## src/rtl/dcache_axi_bridge.sv

```systemverilog
// Single-outstanding bridge from the data cache miss/write-through port to AXI4.
// One beat per request; read data and write completion are reported with a one-cycle dok.
module dcache_axi_bridge #(
    parameter logic [3:0] AXI_ID = 4'd1
) (
    input  logic        clk,
    input  logic        resetn,
    // cache side
    input  logic        req,
    input  logic [31:0] addr,
    input  logic [3:0]  wen,
    input  logic [31:0] wdata,
    output logic [31:0] rdata,
    output logic        dok,
    // AXI read address
    output logic [3:0]  arid,
    output logic [31:0] araddr,
    output logic [2:0]  arsize,
    output logic        arvalid,
    input  logic        arready,
    // AXI read data
    input  logic [31:0] rdata_axi,
    input  logic [1:0]  rresp,
    input  logic        rvalid,
    output logic        rready,
    // AXI write address
    output logic [3:0]  awid,
    output logic [31:0] awaddr,
    output logic [2:0]  awsize,
    output logic        awvalid,
    input  logic        awready,
    // AXI write data
    output logic [31:0] wdata_axi,
    output logic [3:0]  wstrb,
    output logic        wvalid,
    input  logic        wready,
    // AXI write response
    input  logic        bvalid,
    output logic        bready
);

    typedef enum logic [2:0] {
        S_IDLE  = 3'd0,
        S_RD_A  = 3'd1,
        S_RD_D  = 3'd2,
        S_WR_AW = 3'd3,
        S_WR_B  = 3'd4,
        S_DONE  = 3'd5
    } state_t;

    state_t      state_q, state_d;
    logic [31:2] addr_q, addr_d;
    logic [3:0]  wen_q, wen_d;
    logic [31:0] wdata_q, wdata_d;
    logic [31:0] rdata_q, rdata_d;
    logic        dok_q, dok_d;
    logic        arvalid_q, arvalid_d;
    logic        rready_q, rready_d;
    logic        awvalid_q, awvalid_d;
    logic        wvalid_q, wvalid_d;
    logic        bready_q, bready_d;

    // Response code is not propagated and the beat is always word aligned.
    logic unused_bits;
    assign unused_bits = ^{rresp, addr[1:0]};

    always_comb begin
        state_d   = state_q;
        addr_d    = addr_q;
        wen_d     = wen_q;
        wdata_d   = wdata_q;
        rdata_d   = rdata_q;
        dok_d     = 1'b0;
        arvalid_d = arvalid_q;
        rready_d  = rready_q;
        awvalid_d = awvalid_q;
        wvalid_d  = wvalid_q;
        bready_d  = bready_q;
        case (state_q)
            S_IDLE: begin
                if (req) begin
                    addr_d  = addr[31:2];
                    wen_d   = wen;
                    wdata_d = wdata;
                    if (wen == 4'b0000) begin
                        arvalid_d = 1'b1;
                        state_d   = S_RD_A;
                    end else begin
                        awvalid_d = 1'b1;
                        wvalid_d  = 1'b1;
                        state_d   = S_WR_AW;
                    end
                end
            end
            S_RD_A: begin
                if (arready) begin
                    arvalid_d = 1'b0;
                    rready_d  = 1'b1;
                    state_d   = S_RD_D;
                end
            end
            S_RD_D: begin
                if (rvalid && rready_q) begin
                    rready_d = 1'b0;
                    rdata_d  = rdata_axi;
                    dok_d    = 1'b1;
                    state_d  = S_DONE;
                end
            end
            S_WR_AW: begin
                // AW and W complete independently; leave once neither is still pending.
                if (awvalid_q && awready) awvalid_d = 1'b0;
                if (wvalid_q && wready)   wvalid_d  = 1'b0;
                if ((!awvalid_q || awready) && (!wvalid_q || wready)) begin
                    bready_d = 1'b1;
                    state_d  = S_WR_B;
                end
            end
            S_WR_B: begin
                if (bvalid && bready_q) begin
                    bready_d = 1'b0;
                    dok_d    = 1'b1;
                    state_d  = S_DONE;
                end
            end
            S_DONE: begin
                // Cache still holds req here; it must not start a new transaction.
                state_d = S_IDLE;
            end
            default: state_d = S_IDLE;
        endcase
    end

    always_ff @(posedge clk) begin
        if (!resetn) begin
            state_q   <= S_IDLE;
            addr_q    <= '0;
            wen_q     <= '0;
            wdata_q   <= '0;
            rdata_q   <= '0;
            dok_q     <= 1'b0;
            arvalid_q <= 1'b0;
            rready_q  <= 1'b0;
            awvalid_q <= 1'b0;
            wvalid_q  <= 1'b0;
            bready_q  <= 1'b0;
        end else begin
            state_q   <= state_d;
            addr_q    <= addr_d;
            wen_q     <= wen_d;
            wdata_q   <= wdata_d;
            rdata_q   <= rdata_d;
            dok_q     <= dok_d;
            arvalid_q <= arvalid_d;
            rready_q  <= rready_d;
            awvalid_q <= awvalid_d;
            wvalid_q  <= wvalid_d;
            bready_q  <= bready_d;
        end
    end

    assign rdata     = rdata_q;
    assign dok       = dok_q;
    assign arid      = AXI_ID;
    assign araddr    = {addr_q, 2'b00};
    assign arsize    = 3'b010;
    assign arvalid   = arvalid_q;
    assign rready    = rready_q;
    assign awid      = AXI_ID;
    assign awaddr    = {addr_q, 2'b00};
    assign awsize    = 3'b010;
    assign awvalid   = awvalid_q;
    assign wdata_axi = wdata_q;
    assign wstrb     = wen_q;
    assign wvalid    = wvalid_q;
    assign bready    = bready_q;

endmodule

```

## config.mk

```make
export PLATFORM = sky130hd
export DESIGN_NAME = dcache_axi_bridge
export DESIGN_NICKNAME = d
export VERILOG_FILES = /design/src/rtl/dcache_axi_bridge.sv
export SDC_FILE = /design/constraint.sdc
export NUM_CORES = 1
export LEC_CHECK = 0
export BUFFER_PORTS_ARGS = -buffer_cell sky130_fd_sc_hd__buf_2
export CAP_MARGIN = 5
export CORE_ASPECT_RATIO = 1.25
export CORE_MARGIN = 2
export CORE_UTILIZATION = 36
export DETAILED_ROUTE_END_ITERATION = 8
export GPL_ROUTABILITY_DRIVEN = 0
export PLACE_DENSITY = 0.66
export SYNTH_ARGS = -nofsm -noshare
export SYNTH_HDL_FRONTEND = slang
export SYNTH_SLANG_ARGS = --single-unit
```

## constraint.sdc

```tcl
create_clock -name clk -period 1.9 [get_ports clk]
set_input_delay 0.38 -clock clk [delete_from_list [all_inputs] [get_ports clk]]
set_output_delay 0.38 -clock clk [all_outputs]
set_load 0.01 [all_outputs]
```

==> flow_metrics.env <==
export IMPL_cts_root_buf="clkbuf_16"
export IMPL_die_area_um2=12330
export IMPL_synth_edf_count=0
export IMPL_synth_cells=525
export IMPL_hold_class="in2reg"
export IMPL_vias_per_cell=4.636
export IMPL_overflow=0
export IMPL_synth_area_top_cells="dfxtp_1, nand2_1, a21oi_1, buf_4, clkbuf_1"
export IMPL_cts_setup_buffers=0
export IMPL_drt_first_pass_iters=4
export IMPL_io_buffers=239
export IMPL_die_w_um=99.70
export IMPL_ant_nets=0
export IMPL_critical_path_startpoint="state_q[1]"
export IMPL_crit_cells=4
export IMPL_numCtsBuffers=9
export IMPL_fin_crit_sh=0.9245
export IMPL_seq_area_frac_synth=0.5197
export IMPL_r2r_start="state_q[1]"
export IMPL_critPathSlowestCell="or4b_2"
export IMPL_worst_hold_slack_ns=0.2509
export IMPL_initial_core_util=0.3701
export IMPL_grt_usage=0.1637
export IMPL_cp_data_required_time_ns=2.14
export IMPL_tns_ns=0
export IMPL_slew_viol_final=0
export IMPL_start_kind="flop"
export IMPL_cp_data_arrival_time_ns=1.99
export IMPL_max_freq_ghz=0.5693
export IMPL_cap_viol_max_count=0
export IMPL_synth_area_um2=4121
export IMPL_ctsLongestPathBuffers=2
export IMPL_antenna_found_initial=0
export IMPL_wl_per_cell_um=12.62
export IMPL_critPathMaxFanout=7
export IMPL_max_stage_delay_ns=0.79
export IMPL_fin_skew_ns=0.005559
export IMPL_yosys_register_bits=107
export IMPL_cp_endpoint="awvalid"
export IMPL_netlist_area_leader_share=0.5197
export IMPL_layout_setup_ws_ns=0.1435
export IMPL_critPathTopFamily="simple AND/OR/NAND/NOR gates"
export IMPL_crit_type="reg2reg"
export IMPL_ys_types=28
export IMPL_yosysTopAreaCell="dfxtp_1"
export IMPL_worst_path_buf_inv=0
export IMPL_path_clk_slew_ns=0.07
export IMPL_hold_viol_final=0
export IMPL_core_um2=11140
export IMPL_rr_worst_depth=4
export IMPL_grt_max_degree=77
export IMPL_ys_warn_count=0
export IMPL_crit_path_end_kind="flop"
export IMPL_grt_setup_unrepaired="false"
export IMPL_cts_htree_levels=3
export IMPL_synth_most_common_cell="nand2_1"
export IMPL_crit_reg2reg_capture="awvalid"
export IMPL_leakagePower_nw=2.657
export IMPL_wl_um=10860
export IMPL_die_h_um=123.6
export IMPL_rows=43
export IMPL_setup_violations=0
export IMPL_syn_to_final_growth_pct=33.97
export IMPL_cts_sinks=107
export IMPL_place_ws_ns=0.1134
export IMPL_grt_pass1_wl_um=16180
export IMPL_crit_chain="or4b_2, nor2_1, nor2_1, a311oi_1"
export IMPL_cpMostUsedCell="nor2_1"
export IMPL_status="completed"
export IMPL_postCtsHoldBufs=0
export IMPL_via_count=3992
export IMPL_synthTopCellsByCount="nand2_1, dfxtp_1, a21oi_1, buf_4, clkbuf_1"
export IMPL_cts_resized=0
export IMPL_ir_worst_vdd_mv=0.6086
export IMPL_grt_pass1_vias=3515
export IMPL_fin_util=0.4958
export IMPL_r2r_slack_ns=0.14
export IMPL_cts_tree="built"
export IMPL_post_route_min_period_ns=1.756
export IMPL_async_reset_ff_frac=0
export IMPL_boundaryPins=262
export IMPL_avgSynthCellArea_um2=7.850
export IMPL_fin_nets=832
export IMPL_drtIter0Drc=126
export IMPL_drive_above_1_share=0.3719
export IMPL_hpwl_um=8069
export IMPL_synth_main_ff_cell="dfxtp_1"
export IMPL_power_density_nw_per_um2=1231
export IMPL_clock_latency_ns=0.33
export IMPL_antenna_cells=0
export IMPL_drc=0
[final cells by class]
type                            count  area [um^2]
Clock buffer                       10        229.0
Timing Repair Buffer              251         1324
Multi-Input combinational cell    351         1546
Clock inverter                      5        102.6
Sequential cell                   107         2142
Inverter                            2        8.758
Fill cell                        1158         5615
Tap cell                          135        168.9
[power breakdown]
part | internal (W) | switching [W] | leakage, nW
combinational | 0.000777 | 0.00117 | 1.63
clock | 0.00128 | 0.000777 | 0.159
sequential | 0.00259 | 0.000201 | 0.872
total | 0.00464 | 0.00215 | 2.66
[per-stage QoR]
stage	cells	power, W	instance area [um^2]
after floorplan	541	0.004154	4182
after global placement	846	0.004755	5190
after detailed placement	846	0.004818	5190
after CTS	861	0.006889	5522
after global routing	861	0.007232	5522
final	861	0.006794	5522
[metal layers]
metal | GRT usage | wire, um | share of wire | vias to the layer above
li1 | - | - | - | 2023
met1 | 0.1883 | 4369 | 0.40 | 1796
met2 | 0.2872 | 5624 | 0.52 | 159
met3 | 0.04209 | 669 | 0.062 | 14
met4 | 0.07192 | 200 | 0.018 | 0
met5 | 0 | 0 | 0 | -
[state kept, by name, indices dropped and copies added, names as in the netlist]
name       count
wdata_axi     32
awvalid        1
state_q        3
arvalid        1
wvalid         1
bready         1
wstrb          4
dok            1
rready         1
addr_q        30
rdata         32
[how the worst min path moves through the flow]
stage / start / to / slack (ns) / cells after the start
2_1_floorplan: bvalid / bready / 0.48 / 1
3_3_place_gp: wdata_axi[25] / wdata_axi[25] / 0.44 / 2
3_5_place_dp: rdata[1] / rdata[1] / 0.44 / 2
4_1_cts: bvalid / bready / 0.24 / 2
5_1_grt: awready / awvalid / 0.25 / 2
6_report: bvalid / bready / 0.25 / 2
[cell usage in the layout (no fill, tap or decap), drive strengths merged, types with 2 or more instances in the layout]
cell type,count
conb,18
a21oi,100
nand2,199
bufinv,3
nand2b,5
clkinv,2
nor3,5
nor2,6
clkbuf,10
buf,251
a311oi,4
a211oi,2
dfxtp,107
[worst register-to-register path: cells and delay by family, from the launching register on]
kind	cells	cell delay (ns)
compound gates	1	0.24
simple gates	3	1.06
flops	1	0.37
[kinds of logic after synthesis]
| group | count (synthesis) | synth area share |
|---|---|---|
| buffers and inverters | 83 | 0.1220 |
| AND/OR/NAND/NOR | 221 | 0.2113 |
| flip-flops | 107 | 0.5197 |
| other | 2 | 0.001822 |
| AO/OA/AOI/OAI | 112 | 0.1451 |
(Power assumes the default switching activity.)
